### src/rtl/intctl_pkg.sv
// Shared state encodings and control-code constants for the interrupt sequencer
// and its decode/hazard consumers.
package intctl_pkg;

  typedef enum logic [2:0] {
    ST_IDLE       = 3'd0,
    ST_DRAIN      = 3'd1,
    ST_PUSH_PC    = 3'd2,
    ST_PUSH_FLAGS = 3'd3,
    ST_JUMP       = 3'd4,
    ST_ISR        = 3'd5
  } state_t;

  localparam logic [3:0] CTRL_IDLE       = 4'b0000;
  localparam logic [3:0] CTRL_DRAIN      = 4'b0001;
  localparam logic [3:0] CTRL_PUSH_PC    = 4'b0011;
  localparam logic [3:0] CTRL_PUSH_FLAGS = 4'b0111;
  localparam logic [3:0] CTRL_JUMP       = 4'b1000;

  // ISR shares the idle code: the core runs normally inside the handler.
  function automatic logic [3:0] ctrl_code(input state_t s);
    case (s)
      ST_DRAIN:      ctrl_code = CTRL_DRAIN;
      ST_PUSH_PC:    ctrl_code = CTRL_PUSH_PC;
      ST_PUSH_FLAGS: ctrl_code = CTRL_PUSH_FLAGS;
      ST_JUMP:       ctrl_code = CTRL_JUMP;
      default:       ctrl_code = CTRL_IDLE;
    endcase
  endfunction

endpackage

### src/rtl/irq_priority_enc.sv
// Lowest-index-first priority encoder: reports whether any request is set and
// the index of the lowest one.
module irq_priority_enc #(
  parameter int N_REQ = 4,
  parameter int IDX_W = 2
) (
  input  logic [N_REQ-1:0] req,
  output logic             valid,
  output logic [IDX_W-1:0] idx
);

  // Scan downward so the last assignment is the lowest set index.
  always_comb begin
    valid = 1'b0;
    idx   = '0;
    for (int i = N_REQ - 1; i >= 0; i--) begin
      if (req[i]) begin
        valid = 1'b1;
        idx   = IDX_W'(i);
      end
    end
  end

endmodule

### src/rtl/multi_interrupt_control.sv
// Multi-channel interrupt entry sequencer: edge-captures requests, picks the
// lowest eligible channel and steps drain/push/jump/ISR with registered outputs.
module multi_interrupt_control
  import intctl_pkg::*;
#(
  parameter int N_IRQ     = 4,
  parameter int DRAIN_CYC = 3,
  parameter int IDX_W     = 2
) (
  input  logic             clk,
  input  logic             rst,
  input  logic [N_IRQ-1:0] irq_in,
  input  logic [N_IRQ-1:0] irq_mask,
  input  logic             stall,
  input  logic             rti,
  output logic [3:0]       ctrl_out,
  output logic [IDX_W-1:0] vec_id,
  output logic [N_IRQ-1:0] irq_ack,
  output logic             busy
);

  localparam int                 CNT_W    = $clog2(DRAIN_CYC + 1);
  localparam logic [CNT_W-1:0]   CNT_LAST = CNT_W'(DRAIN_CYC - 1);
  localparam logic [N_IRQ-1:0]   ACK_ONE  = N_IRQ'(1);

  logic [N_IRQ-1:0] irq_q;
  logic [N_IRQ-1:0] pending;
  logic [N_IRQ-1:0] rise_edge;
  logic [N_IRQ-1:0] eligible;
  logic             primed;
  logic             win_valid;
  logic [IDX_W-1:0] win_idx;
  state_t           state;
  logic [CNT_W-1:0] cnt;

  // primed masks the first post-reset cycle so lines already high at release
  // are not mistaken for new requests.
  assign rise_edge = irq_in & ~irq_q & {N_IRQ{primed}};
  assign eligible  = pending & ~irq_mask;

  irq_priority_enc #(
    .N_REQ (N_IRQ),
    .IDX_W (IDX_W)
  ) u_prio (
    .req   (eligible),
    .valid (win_valid),
    .idx   (win_idx)
  );

  // A new edge wins over a coincident acknowledge so no request is lost.
  always_ff @(posedge clk or negedge rst) begin
    if (!rst) begin
      irq_q   <= '0;
      pending <= '0;
      primed  <= 1'b0;
    end else begin
      irq_q   <= irq_in;
      primed  <= 1'b1;
      pending <= (pending & ~irq_ack) | rise_edge;
    end
  end

  always_ff @(posedge clk or negedge rst) begin
    if (!rst) begin
      state    <= ST_IDLE;
      cnt      <= '0;
      ctrl_out <= CTRL_IDLE;
      vec_id   <= '0;
      irq_ack  <= '0;
      busy     <= 1'b0;
    end else begin
      case (state)
        ST_IDLE: begin
          if (!stall && win_valid) begin
            state    <= ST_DRAIN;
            cnt      <= '0;
            vec_id   <= win_idx;
            ctrl_out <= ctrl_code(ST_DRAIN);
            busy     <= 1'b1;
          end
        end
        ST_DRAIN: begin
          if (!stall) begin
            if (cnt == CNT_LAST) begin
              state    <= ST_PUSH_PC;
              ctrl_out <= ctrl_code(ST_PUSH_PC);
            end else begin
              cnt <= cnt + 1'b1;
            end
          end
        end
        ST_PUSH_PC: begin
          if (!stall) begin
            state    <= ST_PUSH_FLAGS;
            ctrl_out <= ctrl_code(ST_PUSH_FLAGS);
          end
        end
        ST_PUSH_FLAGS: begin
          if (!stall) begin
            state    <= ST_JUMP;
            ctrl_out <= ctrl_code(ST_JUMP);
            irq_ack  <= ACK_ONE << vec_id;
          end
        end
        ST_JUMP: begin
          if (!stall) begin
            state    <= ST_ISR;
            ctrl_out <= ctrl_code(ST_ISR);
            irq_ack  <= '0;
          end
        end
        ST_ISR: begin
          // Return is honoured even under stall so the handler can always exit.
          if (rti) begin
            state    <= ST_IDLE;
            ctrl_out <= ctrl_code(ST_IDLE);
            busy     <= 1'b0;
          end
        end
        default: begin
          state    <= ST_IDLE;
          ctrl_out <= CTRL_IDLE;
          irq_ack  <= '0;
          busy     <= 1'b0;
        end
      endcase
    end
  end

endmodule

### config.mk
export PLATFORM = sky130hd
export DESIGN_NAME = multi_interrupt_control
export DESIGN_NICKNAME = d
export VERILOG_FILES = /design/src/rtl/intctl_pkg.sv /design/src/rtl/irq_priority_enc.sv /design/src/rtl/multi_interrupt_control.sv
export SDC_FILE = /design/constraint.sdc
export NUM_CORES = 1
export LEC_CHECK = 0
export BUFFER_PORTS_ARGS = -buffer_cell sky130_fd_sc_hd__buf_4
export CORE_ASPECT_RATIO = 0.8
export CORE_MARGIN = 1.5
export CORE_UTILIZATION = 25
export CTS_BUF_LIST = sky130_fd_sc_hd__clkbuf_4 sky130_fd_sc_hd__clkbuf_8
export CTS_CLUSTER_DIAMETER = 100
export DETAILED_ROUTE_END_ITERATION = 8
export GPL_ROUTABILITY_DRIVEN = 1
export RECOVER_POWER = 100
export SYNTH_ARGS = -nofsm -noshare
export SYNTH_HDL_FRONTEND = slang
export SYNTH_SLANG_ARGS = --single-unit
### constraint.sdc
create_clock -name clk -period 3.9 [get_ports clk]
set_clock_uncertainty 0.15 [all_clocks]
set_input_delay 0.585 -clock clk [delete_from_list [all_inputs] [get_ports clk]]
set_output_delay 0.585 -clock clk [all_outputs]
set_load 0.05 [all_outputs]
==> flow_summary.yaml, run 1 <==
global_route:
  track_usage_pct: 10.9
  grt_overflow: 0
  grt_pass1_wl_um: 4240
  grt_max_degree: 26
  antenna_found_initial: 0
  grt_pass1_vias: 893
floorplan:
  io_pins: 23
  die-area_mm2: 0.00498
  die_x_um: 78.5
  die_y_um: 63.4
  start_util_pct: 26.6
  rows: 21
  core_mm2: 0.00428
clock_tree:
  clockBufferDepth: 2
  h-tree-depth: 1
  path_clk_slew_ps: 90
  clock-sinks: 25
  cts_root_buf: "clkbuf_8"
  post_cts_buffers: 0
  post_cts_resized: 0
  cts_hold_buf: 0
  cts_tree: "done"
  clk_latency_ps: 260
  numCtsBuffers: 3
cells_and_area:
  fin_nets: 143
  antenna_cells: 0
  postLayoutCoreUtil_pct: 31.5
  stdcell_area_mm2: 0.00135
  drive_gt1_share_pct: 11.6
  stdcell_count: 186
  synthToLayoutAreaGrowth_pct: 18.2
timing:
  finalSetupViolations: 0
  rsz0062_at_grt: "false"
  worstMarginPinSlew_ps: 1360
  period_share_pct: 56.7
  tns_ps: 0
  maxSlewViolCount: 0
  finalCriticalPeriod_ps: 2210
  hold_viol_final: 0
  max_freq_ghz: 0.452
  slew_headroom_pct: 9.36
route:
  firstDrtPassIters: 4
  viasPerCell: 4.73
  avgRoutedWirePerCell_um: 13.0
  dr.first_iter.drc_count: 50
  vias: 880
  drc: 0
  drtAntennaViolNets: 0
  wl_um: 2410
synth:
  synth_nets: 119
  synth_edf_count: 0
  synth_top_area_share_pct: 54.8
  yosysTopAreaCell: "dfrtp_1"
  synth.ff_latch_count: 25
  ys.flop_type: "dfrtp_1"
  yosys-top-cells-area: "dfrtp_1 (55%), a32o_1 (3.5%), inv_1 (3.0%), nand2_1 (3.0%), mux2_2 (3.0%)"
  ys_warn_count: 0
  synth.most_common_cell: "dfrtp_1"
  async_flop_share_pct: 100
  avgSynthCellArea_um2: 10.8
  synth_cells: 106
  synth_cell_types: 33
  yosys-top-cells-count: "dfrtp_1 (25), inv_1 (9), nand2_1 (9), o21ai_0 (6)"
  netlist_area_mm2: 0.00114
  yosysSeqAreaShare_pct: 54.8
run:
  max-cap-violations: 0
setup_path:
  r2r.worst_path.cells: 6
  cp-startpoint: "cnt[0]"
  critical_path_class: "flop to flop"
  cp-start-kind: "flop"
  cp.required_ps: 3910
  critical_path_peak_fanout: 6
  worstSetupEndpointType: "flop"
  r2r_slack_ps: 1690
  r2r_start: "cnt[0]"
  reg2reg_to: "ctrl_out[1]"
  worstPathArrival_ps: 2220
placement:
  placed_cells: 182
  placedInstanceArea_mm2: 0.00137
  hpwl_um: 1810
  port_buffers: 22
  gp_congestion: 0.726
power_and_ir_drop:
  total_power_mw: 1.09
  power_density_mw_per_mm2: 811
  leakage_nw: 0.601
  vdd_drop_max_uv: 240
min_path:
  hold_path_class: "flop to flop"
  min_from: "irq_q[2]"
  hold_depth: 1
  whs_endpoint: "pending[2]"
run_status:
  status: "completed"
-- layout make-up --
class	count	area, um2
clock inverter	1	5.00
sequential	25	626
inverter	9	33.8
timing repair buffer	22	113
multi-input combinational	69	459
fill	456	2930
tap	57	71.3
clock buffer	3	41.3
-- registers in the layout (all words and copies together) (netlist names) --
register / count
busy: 1
primed: 1
irq_ack: 4
ctrl_out: 4
cnt: 2
irq_q: 4
pending: 4
state: 3
vec_id: 2
-- placed cells by master (no fill, tap or decap), types with 4 or more instances in the layout --
master | netlist | routed
inv_1 | 9 | 9
dfrtp_1 | 25 | 25
nor2b_1 | 4 | 4
nand2b_1 | 4 | 4
o21ai_0 | 6 | 7
a32o_1 | 4 | 4
nand2_1 | 9 | 9
buf_4 | 0 | 6
clkbuf_1 | 3 | 14
a21oi_1 | 4 | 5
-- per-stage QoR --
step                hold slack (ps)  setup WS [ps]
global route                    287           1540
finish                          289           1690
global placement                273           1920
detailed placement              279           1870
CTS                            65.5           1840
floorplan                       139           2050
-- where the power goes --
part	switching, mW	internal, mW	total [mW]
clock	0.0797	0.0713	0.151
sequential	0.114	0.346	0.459
combinational	0.312	0.171	0.483
-- routing by layer --
layer,global-route usage (%),vias to the layer above,wire [um]
met3,4.06,2,106
li1,-,421,-
met2,16.4,14,1040
met4,2.68,0,27
met5,0,-,0
met1,14.7,443,1230
-- kinds of logic (layout without fill, tap and decap cells) --
family | count (synthesis) | in the layout | share of synthesized area [%]
adder cells (fa/ha/maj) | 1 | 1 | 1.10
AND/OR/NAND/NOR | 33 | 33 | 15.9
XOR/XNOR | 1 | 1 | 0.768
flip-flops | 25 | 25 | 54.8
multiplexers | 6 | 6 | 5.59
AO/OA/AOI/OAI | 27 | 27 | 17.5
buffers and inverters | 12 | 35 | 3.95
other | 1 | 1 | 0.329
-- worst max-delay path by stage --
stage                     depth (start not counted)  slack [ps]          end
final                                             6        1690  ctrl_out[1]
after detailed placement                          6        1870  ctrl_out[0]
after floorplan                                   6        2050  ctrl_out[0]
after CTS                                         6        1840  ctrl_out[1]
after global routing                              6        1540  ctrl_out[2]
after global placement                            5        1920  ctrl_out[1]
-- worst max-delay path, cell delays in order (launching register included) --
cell,delay [ps]
dfrtp_1,420
inv_1,70
ha_1,260
mux2i_1,120
a221o_1,360
a21oi_1,340
mux2_2,380
Power figures use the tool's default switching activity.
==> inputs of run 2 (changes only) <==
- ABC_AREA: unset -> 1
- clock period: 3.9 -> 2.2 ns (I/O delays scaled with it)
==> flow_summary.yaml, run 2 <==
cells_and_area:
  stdcell_count: 224
  final_common_cell: "nand2_1"
  fin_nets: 178
  drive_gt1_share_pct: 17.7
  antenna_cells: 0
  mostFrequentLayoutCells: "nand2_1 (40), dfrtp_1 (25), inv_1 (16), clkbuf_1 (13), nor2_1 (12)"
  synthToLayoutAreaGrowth_pct: 17.8
  stdcell_area_mm2: 0.00144
setup_path:
  path_cells: "nand2_1 -> inv_1 -> o21ai_0 -> clkinvlp_2 -> nand2_1 -> o22ai_1"
  critical_path_class: "flop to flop"
  worstSetupEndpointType: "flop"
  critical_path_peak_fanout: 9
  reg2reg_to: "irq_ack[2]"
  slowest_delay_ps: 520
  cp.required_ps: 2200
  r2r_start: "state[2]"
  r2r_slack_ps: 410
  r2r.worst_path.cells: 6
  worstPathArrival_ps: 1790
  cp_common_cell: "nand2_1"
  cp-start-kind: "flop"
  crit_slowest_cell: "dfrtp_1"
synth:
  yosys-top-cells-area: "dfrtp_1 (51%), nand2_1 (12%), inv_1 (4.9%), nand3_1 (4.5%), nor2_1 (3.1%)"
  yosysSeqAreaShare_pct: 51.3
  synth_nets: 152
  yosys-top-cells-count: "nand2_1 (39), dfrtp_1 (25), inv_1 (16), nand3_1 (11), nor2_1 (10)"
  synth-compound-area-share_pct: 10.6
  synth_top_family_by_area: "simple AND/OR/NAND/NOR gates"
  synth_edf_count: 0
  netlist_area_mm2: 0.00122
  synth.ff_latch_count: 25
  ys.flop_type: "dfrtp_1"
  synth_cells: 139
  synth_top_area_share_pct: 51.3
  synth_simple_gate_area_share_pct: 28.8
  synthAdderAreaFrac_pct: 1.03
  yosysTopAreaCell: "dfrtp_1"
  async_flop_share_pct: 100
  synth-xor-area-share_pct: 0
  synth_cell_types: 27
  synth.most_common_cell: "nand2_1"
  avgSynthCellArea_um2: 8.78
  muxShareOfSynthArea_pct: 0
  ys_warn_count: 0
timing:
  whs_ps: 28.0
  slew_headroom_pct: 57.7
  tns_ps: 0
  maxSlewViolCount: 0
  max_freq_ghz: 0.559
  hold_viol_final: 0
  period_share_pct: 81.2
  finalCriticalPeriod_ps: 1790
  finalSetupViolations: 0
  rsz0062_at_grt: "false"
  worstMarginPinSlew_ps: 635
clock_tree:
  clock-sinks: 25
  post_cts_buffers: 0
  clockBufferDepth: 2
  post_cts_resized: 0
  cts_root_buf: "clkbuf_8"
  cts_tree: "done"
  path_clk_slew_ps: 90
  h-tree-depth: 1
  numCtsBuffers: 3
  clk_latency_ps: 270
  cts_hold_buf: 1
global_route:
  grt_max_degree: 26
  track_usage_pct: 11.6
  antenna_found_initial: 0
  grt_pass1_wl_um: 4510
  grt_pass1_vias: 966
  grt_overflow: 0
power_and_ir_drop:
  clockPowerShare_pct: 13.8
  leakage_nw: 0.692
  intPower_mw: 1.01
  sw_frac_of_total_pct: 49.6
  total_power_mw: 2.00
  power_density_mw_per_mm2: 1390
  seqPwrFrac_pct: 36.9
  comb_power_share_pct: 49.3
  vdd_drop_max_uv: 455
  power.switching_mw: 0.993
floorplan:
  die_y_um: 65.5
  start_util_pct: 26.2
  rows: 22
  io_pins: 23
  die_x_um: 81.1
  die-area_mm2: 0.00531
  core_mm2: 0.00465
route:
  viasPerCell: 4.20
  vias: 941
  avgRoutedWirePerCell_um: 11.2
  drtAntennaViolNets: 0
  dr.first_iter.drc_count: 85
  drc: 0
  firstDrtPassIters: 4
  wl_um: 2510
placement:
  placed_cells: 219
  gp_congestion: 0.749
  placedInstanceArea_mm2: 0.00144
  hpwl_um: 1950
  port_buffers: 22
min_path:
  hold_depth: 1
  min_from: "irq_in[1]"
  hold_path_class: "input pin to flop"
  whs_endpoint: "irq_q[1]"
run_status:
  status: "completed"
run:
  max-cap-violations: 0
## run 2: changes by cell type after synthesis, sizes merged, moves of 4 or more
cell    delta
a21oi      -4
inv        +9
nand2     +35
nor2      +11
a32o       -4
nand3     +13
nand2b     -4
nor2b      -4
## run 2: layer usage
layer,vias up,wire length [um],share of wire (%),global-route usage (%)
met1,421,1380,55,17.4
li1,495,-,-,-
met3,2,175,7.0,4.17
met5,-,0,0,0
met2,23,927,37,15.1
met4,0,24,0.96,3.88
## run 2: how the worst max path moves through the flow
| stage | start | to | cells past startpoint |
|---|---|---|---|
| after floorplan | cnt[0] | ctrl_out[0] | 9 |
| after global placement | state[0] | ctrl_out[1] | 7 |
| after detailed placement | state[0] | ctrl_out[1] | 7 |
| after CTS | state[0] | ctrl_out[1] | 7 |
| after global routing | state[2] | irq_ack[2] | 6 |
| final | state[2] | irq_ack[2] | 6 |
## run 2: through the flow
step	setup slack, ps	util [%]
3_5_place_dp	661	30.9
5_1_grt	232	30.9
2_1_floorplan	865	-
6_report	413	30.9
3_3_place_gp	676	30.9
4_1_cts	645	32.2
## run 2: logic make-up after synthesis
group / count (synthesis)
DFF: 25
and+or+nand+nor: 73
AOI/OAI and AO/OA: 18
adders and majority gates: 1
buffers and inverters: 21
other: 1
## run 2: critical path: cells and delay by family, from the launching register on
| family | cells | cell delay [ps] |
|---|---|---|
| AOI/OAI and AO/OA | 2 | 370 |
| buffers and inverters | 2 | 360 |
| DFF | 1 | 520 |
| and+or+nand+nor | 2 | 260 |
## run 2: area by class of cell
type	count	area, um2
Inverter	19	75.1
Clock inverter	1	7.51
Tap cell	60	75.1
Sequential cell	25	626
Clock buffer	3	41.3
Timing Repair Buffer	23	124
Multi-Input combinational cell	93	489
Fill cell	507	3210
## run 2: power groups by stage
stage	Sequential [mW]	Clock, mW	Combinational (mW)
2_1_floorplan	0.958	0	0.606
3_3_place_gp	0.754	0	1.06
3_5_place_dp	0.751	0	1.07
4_1_cts	0.745	0.293	1.08
5_1_grt	0.764	0.314	1.11
6_report	0.738	0.276	0.986
==> inputs of run 3 (changes only) <==
- clock period: 2.2 -> 1.83 ns (I/O delays scaled with it)
==> flow_summary.yaml, run 3 (same netlist as run 2, synthesis figures left out) <==
power_and_ir_drop:
  vdd_drop_max_uv: 480
  seqPwrFrac_pct: 36.8
  power.switching_mw: 1.21
  intPower_mw: 1.22
  clockPowerShare_pct: 13.8
  comb_power_share_pct: 49.4
  power_density_mw_per_mm2: 1630
  leakage_nw: 0.722
  sw_frac_of_total_pct: 49.7
  total_power_mw: 2.43
route:
  drc: 0
  drtAntennaViolNets: 0
  vias: 964
  dr.first_iter.drc_count: 65
  wl_um: 2570
  viasPerCell: 4.23
  firstDrtPassIters: 4
  avgRoutedWirePerCell_um: 11.3
global_route:
  grt_pass1_wl_um: 4380
  grt_pass1_vias: 915
  grt_max_degree: 26
  antenna_found_initial: 0
  grt_overflow: 0
  track_usage_pct: 11.1
timing:
  tns_ps: 0
  hold_viol_final: 0
  slew_headroom_pct: 58.9
  finalCriticalPeriod_ps: 1610
  max_freq_ghz: 0.620
  whs_ps: 156
  period_share_pct: 88.2
  maxSlewViolCount: 0
  finalWorstSetupSlack_ps: 217
  worstMarginPinSlew_ps: 616
  finalSetupViolations: 0
  rsz0062_at_grt: "false"
cells_and_area:
  mostFrequentLayoutCells: "nand2_1 (40), dfrtp_1 (25), inv_1 (16), nand3_1 (11), clkbuf_1 (11)"
  postLayoutCoreUtil_pct: 32.0
  stdcell_area_mm2: 0.00149
  fill_cells: 496
  synthToLayoutAreaGrowth_pct: 22.2
  drive_gt1_share_pct: 19.6
  fin_nets: 182
  final_common_cell: "nand2_1"
  stdcell_count: 228
  antenna_cells: 0
setup_path:
  reg2reg_to: "state[0]"
  path_delay_family: "simple AND/OR/NAND/NOR gates"
  cp-startpoint: "state[2]"
  cp_common_cell: "nand2_1"
  critical_path_peak_fanout: 9
  worstSetupEndpointType: "flop"
  cp.required_ps: 1840
  worstPathArrival_ps: 1630
  slowest_delay_ps: 580
  cp-start-kind: "flop"
  crit_slowest_cell: "dfrtp_1"
  path_depth: 7
  r2r_start: "state[2]"
  r2r.worst_path.cells: 7
  critPathBufInv: 1
  critical_path_class: "flop to flop"
  r2r_slack_ps: 220
  path_cells: "inv_4 -> nand3_1 -> nand2_1 -> nor2_8 -> nand2_4 -> nand2_1 -> nand2_1"
min_path:
  min_from: "stall"
  whs_endpoint: "state[1]"
  hold_path_class: "input pin to flop"
  hold_depth: 3
clock_tree:
  clock-sinks: 25
  clk_latency_ps: 270
  cts_root_buf: "clkbuf_8"
  post_cts_resized: 0
  clockBufferDepth: 2
  numCtsBuffers: 3
  h-tree-depth: 1
  post_cts_buffers: 0
  cts_tree: "done"
  cts_hold_buf: 5
  path_clk_slew_ps: 90
placement:
  gp_congestion: 0.739
  hpwl_um: 1950
  placedInstanceArea_mm2: 0.00144
  pre_cts_ws_ps: 278
  placed_cells: 219
  port_buffers: 22
floorplan:
  die_y_um: 65.5
  start_util_pct: 26.2
  io_pins: 23
  die_x_um: 81.1
  rows: 22
  die-area_mm2: 0.00531
  core_mm2: 0.00465
run:
  max-cap-violations: 0
run_status:
  status: "completed"
run 3: final cells by class:
class | count | area, um2 | area share [%]
clock inverter | 1 | 7.51 | 0.504
timing repair buffer | 27 | 171 | 11.5
sequential | 25 | 626 | 42.0
inverter | 19 | 75.1 | 5.04
tap | 60 | 75.1 | 5.04
multi-input combinational | 93 | 494 | 33.2
clock buffer | 3 | 41.3 | 2.77
run 3: tightest hold or removal path, cell delays in order:
cell and delay [ps]:
buf_4 100, nand3_1 100, nand2_1 80
run 3: power groups by stage:
stage	logic (mW)	clock network (mW)	registers [mW]
2_1_floorplan	0.728	0	1.15
3_3_place_gp	1.28	0	0.906
3_5_place_dp	1.29	0	0.904
4_1_cts	1.30	0.350	0.896
5_1_grt	1.34	0.367	0.929
6_report	1.20	0.335	0.893
run 3: layer usage:
metal,GRT usage [%],vias to the layer above,share of wire [%]
met3,3.61,5,6.3
met5,0,-,0
met1,17.5,439,54
met2,14.0,20,39
li1,-,500,-
met4,3.23,0,1.2
run 3: how the worst max path moves through the flow:
stage,end
final,state[0]
after floorplan,ctrl_out[0]
after global routing,state[0]
after detailed placement,state[2]
after global placement,state[0]
after CTS,state[0]
